[src/rtl/adder_pkg.sv]
// Shared constants and elaboration-time helpers for the pipelined adder tree.
// All functions are constant functions, evaluated only during elaboration.
package adder_pkg;

  localparam int DEF_N_WORDS   = 16;
  localparam int DEF_WIDTH     = 25;
  localparam int DEF_OUT_WIDTH = 25;

  // Ceiling log2; returns the exact log2 for the power-of-two word counts used here.
  function automatic int log2(input int value);
    int result;
    result = 0;
    for (int i = 0; i < 31; i++) begin
      if ((1 << i) < value) result = i + 1;
    end
    return result;
  endfunction

  // Bit offset of a level inside the flat tree bus.
  // Level l holds n_words>>l words, each width+l bits wide.
  function automatic int level_offset(input int n_words, input int width, input int level);
    int offset;
    offset = 0;
    for (int l = 0; l < level; l++) begin
      offset += (n_words >> l) * (width + l);
    end
    return offset;
  endfunction

endpackage

[src/rtl/add_node.sv]
// One registered two-input adder.
// The result is one bit wider than the operands, so the addition cannot overflow.
module add_node #(
  parameter int IN_W   = 25,
  parameter int SIGNED = 0
) (
  input  logic            clk,
  input  logic            en,
  input  logic [IN_W-1:0] a,
  input  logic [IN_W-1:0] b,
  output logic [IN_W:0]   sum
);

  logic [IN_W:0] a_ext;
  logic [IN_W:0] b_ext;

  assign a_ext = {(SIGNED != 0) ? a[IN_W-1] : 1'b0, a};
  assign b_ext = {(SIGNED != 0) ? b[IN_W-1] : 1'b0, b};

  // NOTE: data registers carry no reset; the valid chain alone decides whether their contents matter.
  // NOTE: sequential state is assigned with <= so every register samples pre-edge values.
  always_ff @(posedge clk) begin
    if (en) sum <= a_ext + b_ext;
  end

endmodule

[src/rtl/pipe_adder_tree.sv]
// Pipelined binary adder tree: log2(N_WORDS) adder levels plus a saturating output stage.
// Accepts one operand set per cycle and has no backpressure.
module pipe_adder_tree
  import adder_pkg::*;
#(
  parameter int N_WORDS   = DEF_N_WORDS,
  parameter int WIDTH     = DEF_WIDTH,
  parameter int OUT_WIDTH = DEF_OUT_WIDTH,
  parameter int SIGNED    = 0
) (
  input  logic                       CLK,
  input  logic                       RST,
  input  logic                       IN_VALID,
  input  logic [N_WORDS*WIDTH-1:0]   WORDS,
  output logic                       OUT_VALID,
  output logic [OUT_WIDTH-1:0]       RES,
  output logic                       SAT
);

  localparam int LEVELS  = log2(N_WORDS);
  localparam int FULL_W  = WIDTH + LEVELS;
  localparam int SUM_OFF = level_offset(N_WORDS, WIDTH, LEVELS);
  localparam int TREE_W  = SUM_OFF + FULL_W;

  // Every level lives in one flat bus, so each level can have its own word width.
  logic [TREE_W-1:0]    tree;
  logic [LEVELS:0]      vld;
  logic [LEVELS:0]      stage_en;
  logic [FULL_W-1:0]    sum;
  logic [OUT_WIDTH-1:0] res_next;
  logic                 sat_next;

  assign tree[N_WORDS*WIDTH-1:0] = WORDS;
  assign stage_en = {vld[LEVELS-1:0], IN_VALID};
  assign sum      = tree[SUM_OFF +: FULL_W];

  genvar l, k;
  for (l = 1; l <= LEVELS; l++) begin : g_level
    localparam int IN_W    = WIDTH + l - 1;
    localparam int IN_OFF  = level_offset(N_WORDS, WIDTH, l - 1);
    localparam int OUT_OFF = level_offset(N_WORDS, WIDTH, l);
    for (k = 0; k < (N_WORDS >> l); k++) begin : g_node
      add_node #(
        .IN_W   (IN_W),
        .SIGNED (SIGNED)
      ) u_node (
        .clk (CLK),
        .en  (stage_en[l-1]),
        .a   (tree[IN_OFF + (2*k)*IN_W   +: IN_W]),
        .b   (tree[IN_OFF + (2*k+1)*IN_W +: IN_W]),
        .sum (tree[OUT_OFF + k*(IN_W+1) +: IN_W+1])
      );
    end
  end

  // Valid chain: vld[l-1] qualifies tree level l, vld[LEVELS] qualifies the output stage.
  always_ff @(posedge CLK or posedge RST) begin
    if (RST) vld <= '0;
    else     vld <= {vld[LEVELS-1:0], IN_VALID};
  end

  assign OUT_VALID = vld[LEVELS];

  if (OUT_WIDTH == FULL_W) begin : g_exact
    assign res_next = sum;
    assign sat_next = 1'b0;
  end else if (SIGNED != 0) begin : g_sat_signed
    localparam logic [OUT_WIDTH-1:0] MAX_POS = {OUT_WIDTH{1'b1}} >> 1;
    localparam logic [OUT_WIDTH-1:0] MIN_NEG = ~MAX_POS;
    logic [FULL_W-OUT_WIDTH:0] top;
    assign top = sum[FULL_W-1:OUT_WIDTH-1];
    // NOTE: every output of a combinational block gets a default first, so no path can infer a latch.
    always_comb begin
      res_next = sum[OUT_WIDTH-1:0];
      sat_next = 1'b0;
      if (!((&top) || !(|top))) begin
        sat_next = 1'b1;
        res_next = sum[FULL_W-1] ? MIN_NEG : MAX_POS;
      end
    end
  end else begin : g_sat_unsigned
    always_comb begin
      res_next = sum[OUT_WIDTH-1:0];
      sat_next = 1'b0;
      if (|sum[FULL_W-1:OUT_WIDTH]) begin
        sat_next = 1'b1;
        res_next = '1;
      end
    end
  end

  always_ff @(posedge CLK or posedge RST) begin
    if (RST) begin
      RES <= '0;
      SAT <= 1'b0;
    end else if (stage_en[LEVELS]) begin
      RES <= res_next;
      SAT <= sat_next;
    end
  end

endmodule

[config.mk]
export PLATFORM = sky130hd
export DESIGN_NAME = pipe_adder_tree
export DESIGN_NICKNAME = d
export VERILOG_FILES = /design/src/rtl/adder_pkg.sv /design/src/rtl/add_node.sv /design/src/rtl/pipe_adder_tree.sv
export SDC_FILE = /design/constraint.sdc
export NUM_CORES = 1
export LEC_CHECK = 0
export BUFFER_PORTS_ARGS = -buffer_cell sky130_fd_sc_hd__buf_2
export CORE_MARGIN = 10
export CORE_UTILIZATION = 40
export DETAILED_ROUTE_END_ITERATION = 10
export SLEW_MARGIN = 20
export SYNTH_ARGS = -nofsm -noshare
export SYNTH_HDL_FRONTEND = slang
export SYNTH_HIERARCHICAL = 1
export SYNTH_SLANG_ARGS = --single-unit
export TNS_END_PERCENT = 30
[constraint.sdc]
create_clock -name CLK -period 7.4 [get_ports CLK]
set_input_delay 0.37 -clock CLK [delete_from_list [all_inputs] [get_ports CLK]]
set_output_delay 0.37 -clock CLK [all_outputs]
set_load 0.01 [all_outputs]
After elaboration in Yosys (flattened, before gate mapping)
Cells that the tools add are included.
W data, S select, Z words.
{ "word_totals": {"output_inout_bits": 27, "reg_bits": 432, "input_bits": 403} }
{ "op_classes": {"n_addsub": 15, "n_reduce_logical": 1, "n_mux": 2} }
{ "op_table": {"columns": ["cell", "count"], "rows": [
  ["$add A25 B25 Y26", 8],
  ["$add A26 B26 Y27", 4],
  ["$add A27 B27 Y28", 2],
  ["$add A28 B28 Y29", 1],
  ["$mux W25", 1],
  ["$reduce_or A4 Y1", 1],
  ["$mux W1", 1]
]} }

Longest topological paths before layout
Gate-level depths: netlist (run 1).
{ "depth": {"depth_word": 2, "ltp_mapped": 10} }

By module
The synthesis (run 1) kept the hierarchy.
{ "by_module_without_submodules": {"columns": ["mod", "area_each_um2", "n_inst", "cells_per_inst"], "rows": [
  ["add_node at g_level[1].g_node[2].u_node ...", 2128.3, 6, 216],
  ["add_node at g_level[3].g_node[0].u_node ...", 2413.6, 2, 255],
  ["add_node at g_level[2].g_node[0].u_node ...", 2194.6, 2, 223],
  ["add_node at g_level[2].g_node[2].u_node ...", 2172.1, 2, 227],
  ["add_node at g_level[1].g_node[0].u_node ...", 2123.3, 2, 215],
  ["add_node at g_level[4].g_node[0].u_node", 2452.4, 1, 259],
  ["pipe_adder_tree", 1207.4, 1, 118]
]} }

Worst setup path after synthesis (run 1)
No wires, ideal clock.
{ "synth_path": {"path_type": "flip-flop to flip-flop", "startpoint": "register vld[0]", "endpoint": "register g_level[2].g_node[0].u_node.sum[0], enable pin", "t_required_ns": 6.933, "synth_period_minus_slack_ns": 2.959, "arrival_ns": 2.491, "stages_incl_launch_ff": 1, "slack_ns": 4.441, "cell_sequence": "dfrtp_1"} }
{ "synth_rtl": {"columns": ["element", "line", "text"], "rows": [
  ["start: declaration", "pipe_adder_tree.sv:27", "logic [LEVELS:0] vld;"],
  ["start signal: assignment", "pipe_adder_tree.sv:59", "else vld <= {vld[LEVELS-1:0], IN_VALID};"],
  ["end signal: assignment", "add_node.sv:23", "if (en) sum <= a_ext + b_ext;"],
  ["end: declaration", "add_node.sv:11", "output logic [IN_W:0] sum"]
]} }
No word-level cell between the ends.

Worst setup path after layout (run 1)
{ "layout_path": {"startpoint": "register g_level[2].g_node[2].u_node.sum[7]", "endpoint": "register g_level[3].g_node[1].u_node.sum[26], data pin"} }
{ "layout_between": {"elab_chain_len": 1} }
{ "layout_rtl": {"columns": ["element", "line"], "rows": [
  ["start: declaration", "add_node.sv:11"],
  ["start signal: assignment", "add_node.sv:23"],
  ["$add A27 B27 Y28", "add_node.sv:23"],
  ["end signal: assignment", "add_node.sv:23"],
  ["end: declaration", "add_node.sv:11"]
]} }
No other way between the ends.
A chain may end at the register's enable or synchronous reset.

==> out/metrics.cfg, run 1 <==
[power_and_ir_drop]
p_seq_share_pct=31.0
comb_power_share_pct=50.8
p_per_area_nw_per_um2=348
p_sw_share_pct=40.5
p_switching_mw=5.52
intPower_mw=8.09
ir_worst_vdd_mv=0.179
p_clk_share_pct=18.2
p_total_mw=13.6
p_leak_nw=16.1

[detailed_routing]
wire_per_inst_um=18.3
vias=27700
ant_nets=0
drc=0
firstDrtPassIters=6
drt_iter0_drc=1947
routed_via_density=5.45
wl_um=93000

[place]
gp_congestion=0.933
portBuffers=429
hpwl_um=76200
dp_slack_ps=4680
dpl.cell_count=4989

[yosys]
yosys_warnings=6
synth-main-ff-cell=edfxtp_1
synth_area_leaders=edfxtp_1, ha_1, a21oi_1
synth_seq_cells=432
seq_area_frac_synth_pct=37.4
synth-edff-count=401
yosys.area.top_type=edfxtp_1
synth_nets=4317
syn_avg_cell_area_um2=9.75
syn_inst=3513
synthArstFlopShare_pct=7.18
synth.distinct_cells=84
mappedNetlistArea_um2=34200
synth_top_area_share_pct=35.2

[layout]
drive_gt1_share_pct=16.0
instances_no_fill=5085
area_delta_synth_final_pct=14.1
num-nets-final=4701
fin_util_pct=46.0

[global_routing]
grtUsageTotal_pct=18.3
antenna_found_initial=6
grt_start_max_net_pins=136
grt_pass1_vias=27100
overflow=0
grt_first_pass_wirelength_um=147000

[hold_path]
worst_hold_path.endpoint=g_level[1].g_node[7].u_node/sum[0]$_DFFE_PP_
hold_class=input pin to flop
min_from=WORDS[375]
hold_depth=2

[timing]
min_period_over_period_pct=37.1
slew_headroom_pct=45.3
hold_viol=0
setup_ws_ps=4660
tns_ps=0
finalSetupViolCount=0
min_period_ps=2740
worst_pin_slew_ps=821
rsz0062_at_grt=no
final_max_slew_viol_count=0
clock.fmax_mhz=364
clock_skew_ps=28.3

[clocking]
cts_root_buf=clkbuf_16
cts_resized=0
ctsHoldBuffers=1
post-cts-setup-buffers=0
cts_buffers=49
cts_tree=done
clkSinkCount=432
clockBufferDepth=3
path_clk_slew_ps=70
cts_htree_levels=2
clk_latency_ps=600

[floorplanning]
die-width_um=313
core_um2=85000
fp.dieH_um=313
fp-row-count=107
pin_count=430
start_util_pct=40.3
dieArea_um2=97700

[setup_path]
reg2reg_depth=7
cp-end-kind=flop
arrival_ps=3120
startpoint_type=flop
reg2reg_from=g_level[2].g_node[2].u_node/sum[7]$_DFFE_PP_
cp.required_ps=7770
worstPathMaxFanout=8
timing.rr.end=g_level[3].g_node[1].u_node/sum[26]$_DFFE_PP_
ff2ff_setup_slack_ps=4660
path_class=flop to flop

[run_status]
status=finished clean

[run]
drv_cap=0

[placed cells by master (no fill, tap or decap), types with 24 or more instances in the layout]
cell type  count
a211oi_1      24
a21o_1       132
a21oi_1      414
a21oi_2       35
a31oi_1       46
buf_2        428
clkbuf_16     51
dfrtp_1       28
edfxtp_1     401
ha_1         386
inv_1        129
nand2_1      306
nand3_1       40
nand4_1       73
nor2_1       238
nor2b_1       44
nor3_1        34
o211ai_1      38
o21a_1        58
o21ai_0      205
o21bai_1      44
o31a_1        25
xnor2_1      222
xor2_1       112
[synthesized netlist by cell type (9+ instances only)]
master and n:
o21ai_1 21, o2111ai_1 15, o21bai_1 44, o31ai_1 11, a21boi_0 17, ha_1 386
a2111oi_0 12, o211ai_1 38, nor3_1 34, edfxtp_1 401, inv_1 129, a221oi_1 12
xnor2_1 222, buf_2 17, nor2b_1 44, a21oi_2 35, nand3_1 40, xor2_1 112
nand3b_1 13, a21oi_1 414, o21bai_2 10, dfrtp_1 31, fa_1 15, a31oi_1 46
nand2_1 306, and4_1 11, nand2b_1 20, o31a_1 25, o21ai_0 205, nor2_1 238
a41oi_1 11, o21a_1 58, clkbuf_1 76, nor3b_1 11, and2_1 19, a211oi_2 9
and3_1 21, a21o_1 132, or3_1 13, nand4_1 73, a211oi_1 24
[sequential cells by signal (all words and copies together) (netlist names)]
signal / count
g_level.g_node.u_node/sum: 401
RES: 25
vld: 5
SAT: 1
[worst max-delay path by stage]
stage | startpoint | endpoint
3_3_place_gp | WORDS[19] | g_level[1].g_node[0].u_node/sum[24]$_DFFE_PP_
5_1_grt | g_level[2].g_node[2].u_node/sum[0]$_DFFE_PP_ | g_level[3].g_node[1].u_node/sum[26]$_DFFE_PP_
4_1_cts | g_level[3].g_node[0].u_node/sum[0]$_DFFE_PP_ | g_level[4].g_node[0].u_node/sum[22]$_DFFE_PP_
3_5_place_dp | WORDS[19] | g_level[1].g_node[0].u_node/sum[24]$_DFFE_PP_
2_1_floorplan | vld[0]$_DFF_PP0_ | g_level[2].g_node[0].u_node/sum[0]$_DFFE_PP_
6_report | g_level[2].g_node[2].u_node/sum[7]$_DFFE_PP_ | g_level[3].g_node[1].u_node/sum[26]$_DFFE_PP_
[logic make-up (layout without fill, tap and decap cells)]
family | count (synthesis) | after routing | share of synthesized area (%)
flops | 432 | 432 | 37.4
mux | 1 | 1 | 0.0292
compound gates | 1206 | 1206 | 22.9
other cells | 0 | 4 | 0
simple gates | 907 | 907 | 13.3
xor+xnor | 334 | 334 | 8.54
fa+ha+maj | 401 | 401 | 15.0
buf+inv | 232 | 656 | 2.80
[per-layer routing]
layer	share of wire, %	vias to the layer above	track usage [%]
met5	0.014	-	0
met4	1.5	2	3.80
met3	5.2	94	2.91
met2	45	707	29.6
met1	48	12900	25.7
li1	-	14000	-
[critical path, stage by stage, from the launching register on]
cell,delay [ps]
edfxtp_1,480
ha_1,450
a21oi_1,250
o21ai_0,150
a21oi_1,280
nor4bb_1,390
nor2_1,120
o311ai_1,400
[power groups by stage]
stage          sequential [mW]  clock (mW)  combinational [mW]
3_3_place_gp              4.26           0                6.86
3_5_place_dp              4.26           0                6.84
2_1_floorplan             4.07           0                5.17
6_report                  4.21        2.47                6.92
5_1_grt                   4.28        2.64                7.74
4_1_cts                   4.22        2.55                6.89
[metrics by stage]
stage / cell area (um2) / hold WS, ps
finish: 39100 / 85.0
global route: 39100 / 92.8
CTS: 39100 / 52.8
detailed placement: 37400 / 473
global placement: 37400 / 465
floorplan: 34200 / 352
[layout make-up]
class                      count  area [um2]
fill                        8185       45900
multi-input combinational   2849       20500
timing repair buffer         436        2220
clock inverter                25         270
tap                         1144        1430
sequential                   432       12800
antenna                        4        10.0
inverter                     129         484
clock buffer                  66        1370
Power figures use the tool's default switching activity.
==> inputs of run 2 (changes only) <==
clock period = 2.35 ns   (was 7.4 ns; I/O delays follow)
==> out/metrics.cfg, run 2 (same netlist as run 1, synthesis figures left out) <==
[run_status]
status=complete, but fails checks  ; was finished clean
violations=negative setup slack

[detailed_routing]
drc=0  ; unchanged
wl_um=95900  ; was 93000 um
vias=28900  ; was 27700
routed_via_density=5.35  ; was 5.45
drt_iter0_drc=2164  ; was 1947
firstDrtPassIters=8  ; was 6
ant_nets=0  ; unchanged
wire_per_inst_um=17.7  ; was 18.3 um

[setup_path]
critical_path.max_stage_delay_ps=460  ; was 480 ps
cp.required_ps=2680  ; was 7770 ps
cp-end-kind=flop  ; unchanged
critPathTopFamily=compound AO/OA/AOI/OAI gates  ; unchanged
cp_slowest_cell=or4_4  ; was edfxtp_1
startpoint_type=flop  ; unchanged
path_class=flop to flop  ; unchanged
worstPathMaxFanout=3  ; was 8
reg2reg_depth=8  ; was 7
worstPathBufferInverterCount=0  ; unchanged
path_depth=8  ; was 7
crit_chain=ha_2, fa_2, a211o_1, nand3_2, a211oi_2, or4_4, a311oi_2, xnor2_1  ; was ha_1, a21oi_1, o21ai_0, a21oi_1, nor4bb_1, nor2_1, o311ai_1
arrival_ps=2800  ; was 3120 ps

[layout]
fillCellCount=8027  ; was 8185
top_regs=g_level.g_node.u_node/sum x401, RES x25, vld x5  ; unchanged
final-seq-area_um2=12800  ; about the same
multi_input_area_um2=21400  ; was 20500 um2
drive_gt1_share_pct=25.7  ; was 16.0%
mostFrequentLayoutCell=buf_2  ; unchanged
largest-register=g_level.g_node.u_node/sum  ; unchanged
fin_util_pct=50.2  ; was 46.0%
largest_reg_flops=401  ; unchanged
num-nets-final=5030  ; was 4701
final_cell_mix=buf_2, edfxtp_1, a21oi_1, ha_1, buf_4  ; was buf_2, a21oi_1, edfxtp_1, ha_1, nand2_1
area_delta_synth_final_pct=24.7  ; was 14.1%

[place]
hpwl_um=78200  ; was 76200 um
gp_congestion=0.892  ; was 0.933
portBuffers=429  ; unchanged

[timing]
setup_ws_ps=-117  ; was 4660 ps
clock.fmax_mhz=405  ; was 364 MHz
final_max_slew_viol_count=0  ; unchanged
rsz0062_at_grt=yes  ; was no
slew_headroom_pct=48.4  ; was 45.3%
finalSetupViolCount=3  ; was 0
whs_ps=35.5  ; was 85.0 ps
worst_pin_slew_ps=773  ; was 821 ps
min_period_ps=2470  ; was 2740 ps
tns_ps=-275  ; was 0 ps
hold_viol=0  ; unchanged
min_period_over_period_pct=105  ; was 37.1%
clock_skew_ps=24.3  ; was 28.3 ps

[hold_path]
hold_depth=3  ; was 2
hold_class=input pin to flop  ; unchanged

[global_routing]
grt_start_max_net_pins=110  ; was 136
overflow=0  ; unchanged
antenna_found_initial=4  ; was 6
grtUsageTotal_pct=18.7  ; was 18.3%
grt_first_pass_wirelength_um=152000  ; was 147000 um
grt_pass1_vias=29100  ; was 27100

[power_and_ir_drop]
p_total_mw=48.4  ; was 13.6 mW
ir_worst_vdd_mv=0.636  ; was 0.179 mV
p_per_area_nw_per_um2=1130  ; was 348 nW/um2
p_leak_nw=17.9  ; was 16.1 nW

[clocking]
cts_buffers=49  ; unchanged
cts_tree=done  ; unchanged
clk_latency_ps=590  ; was 600 ps
path_clk_slew_ps=60  ; was 70 ps
cts_htree_levels=2  ; unchanged
clkSinkCount=432  ; unchanged
clockBufferDepth=3  ; unchanged
cts_root_buf=clkbuf_16  ; unchanged

[floorplanning]
pin_count=430  ; unchanged
start_util_pct=40.3  ; unchanged
fp.dieH_um=313  ; unchanged
die-width_um=313  ; unchanged
fp-row-count=107  ; unchanged
core_um2=85000  ; unchanged
dieArea_um2=97700  ; unchanged

[run]
drv_cap=0  ; unchanged

run 2: path summary, 6_finish.rpt:
check | from | end | slack, ps
worst min register to register | vld[2]$_DFF_PP0_ | g_level[4].g_node[0].u_node/sum[0]$_DFFE_PP_ | 480
worst max register to register | g_level[3].g_node[1].u_node/sum[0]$_DFFE_PP_ | g_level[4].g_node[0].u_node/sum[22]$_DFFE_PP_ | -120
max in group asynchronous | RST | RES[9]$_DFFE_PP0P_ | 1530
worst min-delay path | WORDS[377] | g_level[1].g_node[7].u_node/sum[2]$_DFFE_PP_ | 40
min in group asynchronous | RST | RES[21]$_DFFE_PP0P_ | 210
worst max-delay path | g_level[3].g_node[1].u_node/sum[0]$_DFFE_PP_ | g_level[4].g_node[0].u_node/sum[22]$_DFFE_PP_ | -120
run 2: final cells by class:
| cell class | count | area share, % |
|---|---|---|
| diodes | 2 | 0.0117 |
| clock buffers | 58 | 3.18 |
| clock inverters | 33 | 0.818 |
| inverters | 129 | 1.13 |
| multi-input cells | 2849 | 50.2 |
| flip-flops and latches | 432 | 30.0 |
| well taps | 1144 | 3.35 |
| repair buffers | 765 | 11.2 |
run 2: stage by stage:
step           area (um2)  setup WS (ps)  instances
2_1_floorplan       34200           -176       3513
3_3_place_gp        39700           -224       5283
3_5_place_dp        39700           -271       5283
4_1_cts             41800           -142       5402
5_1_grt             42700           -227       5410
6_report            42700           -117       5412
run 2: timing repair:
action                                  CTS  global route
endpoints found under the setup margin   37            89
hold buffers                             25             0
pin swaps                                17            56
hold endpoints to repair                 31             0
setup buffers                             3             9
gates resized for setup                  35           174
run 2: per-layer routing:
layer	global-route usage [%]	part of all wire, %	routed length, um	up-vias
met5	0	0.0073	7	-
met1	26.1	47	45500	13500
li1	-	-	-	14600
met4	4.37	2.1	2000	2
met2	30.4	46	43600	667
met3	2.59	4.9	4720	117
run 2: where the power goes:
| group | internal, mW | switching [mW] | leakage (nW) |
|---|---|---|---|
| Combinational | 12.4 | 14.8 | 12.8 |
| Sequential | 12.1 | 1.18 | 4.22 |
| Clock | 4.79 | 3.13 | 0.834 |
run 2: tightest hold or removal path: cells and delay by family:
family / cells / cell delay, ps
fa+ha+maj: 1 / 180
xor+xnor: 1 / 140
buf+inv: 1 / 80
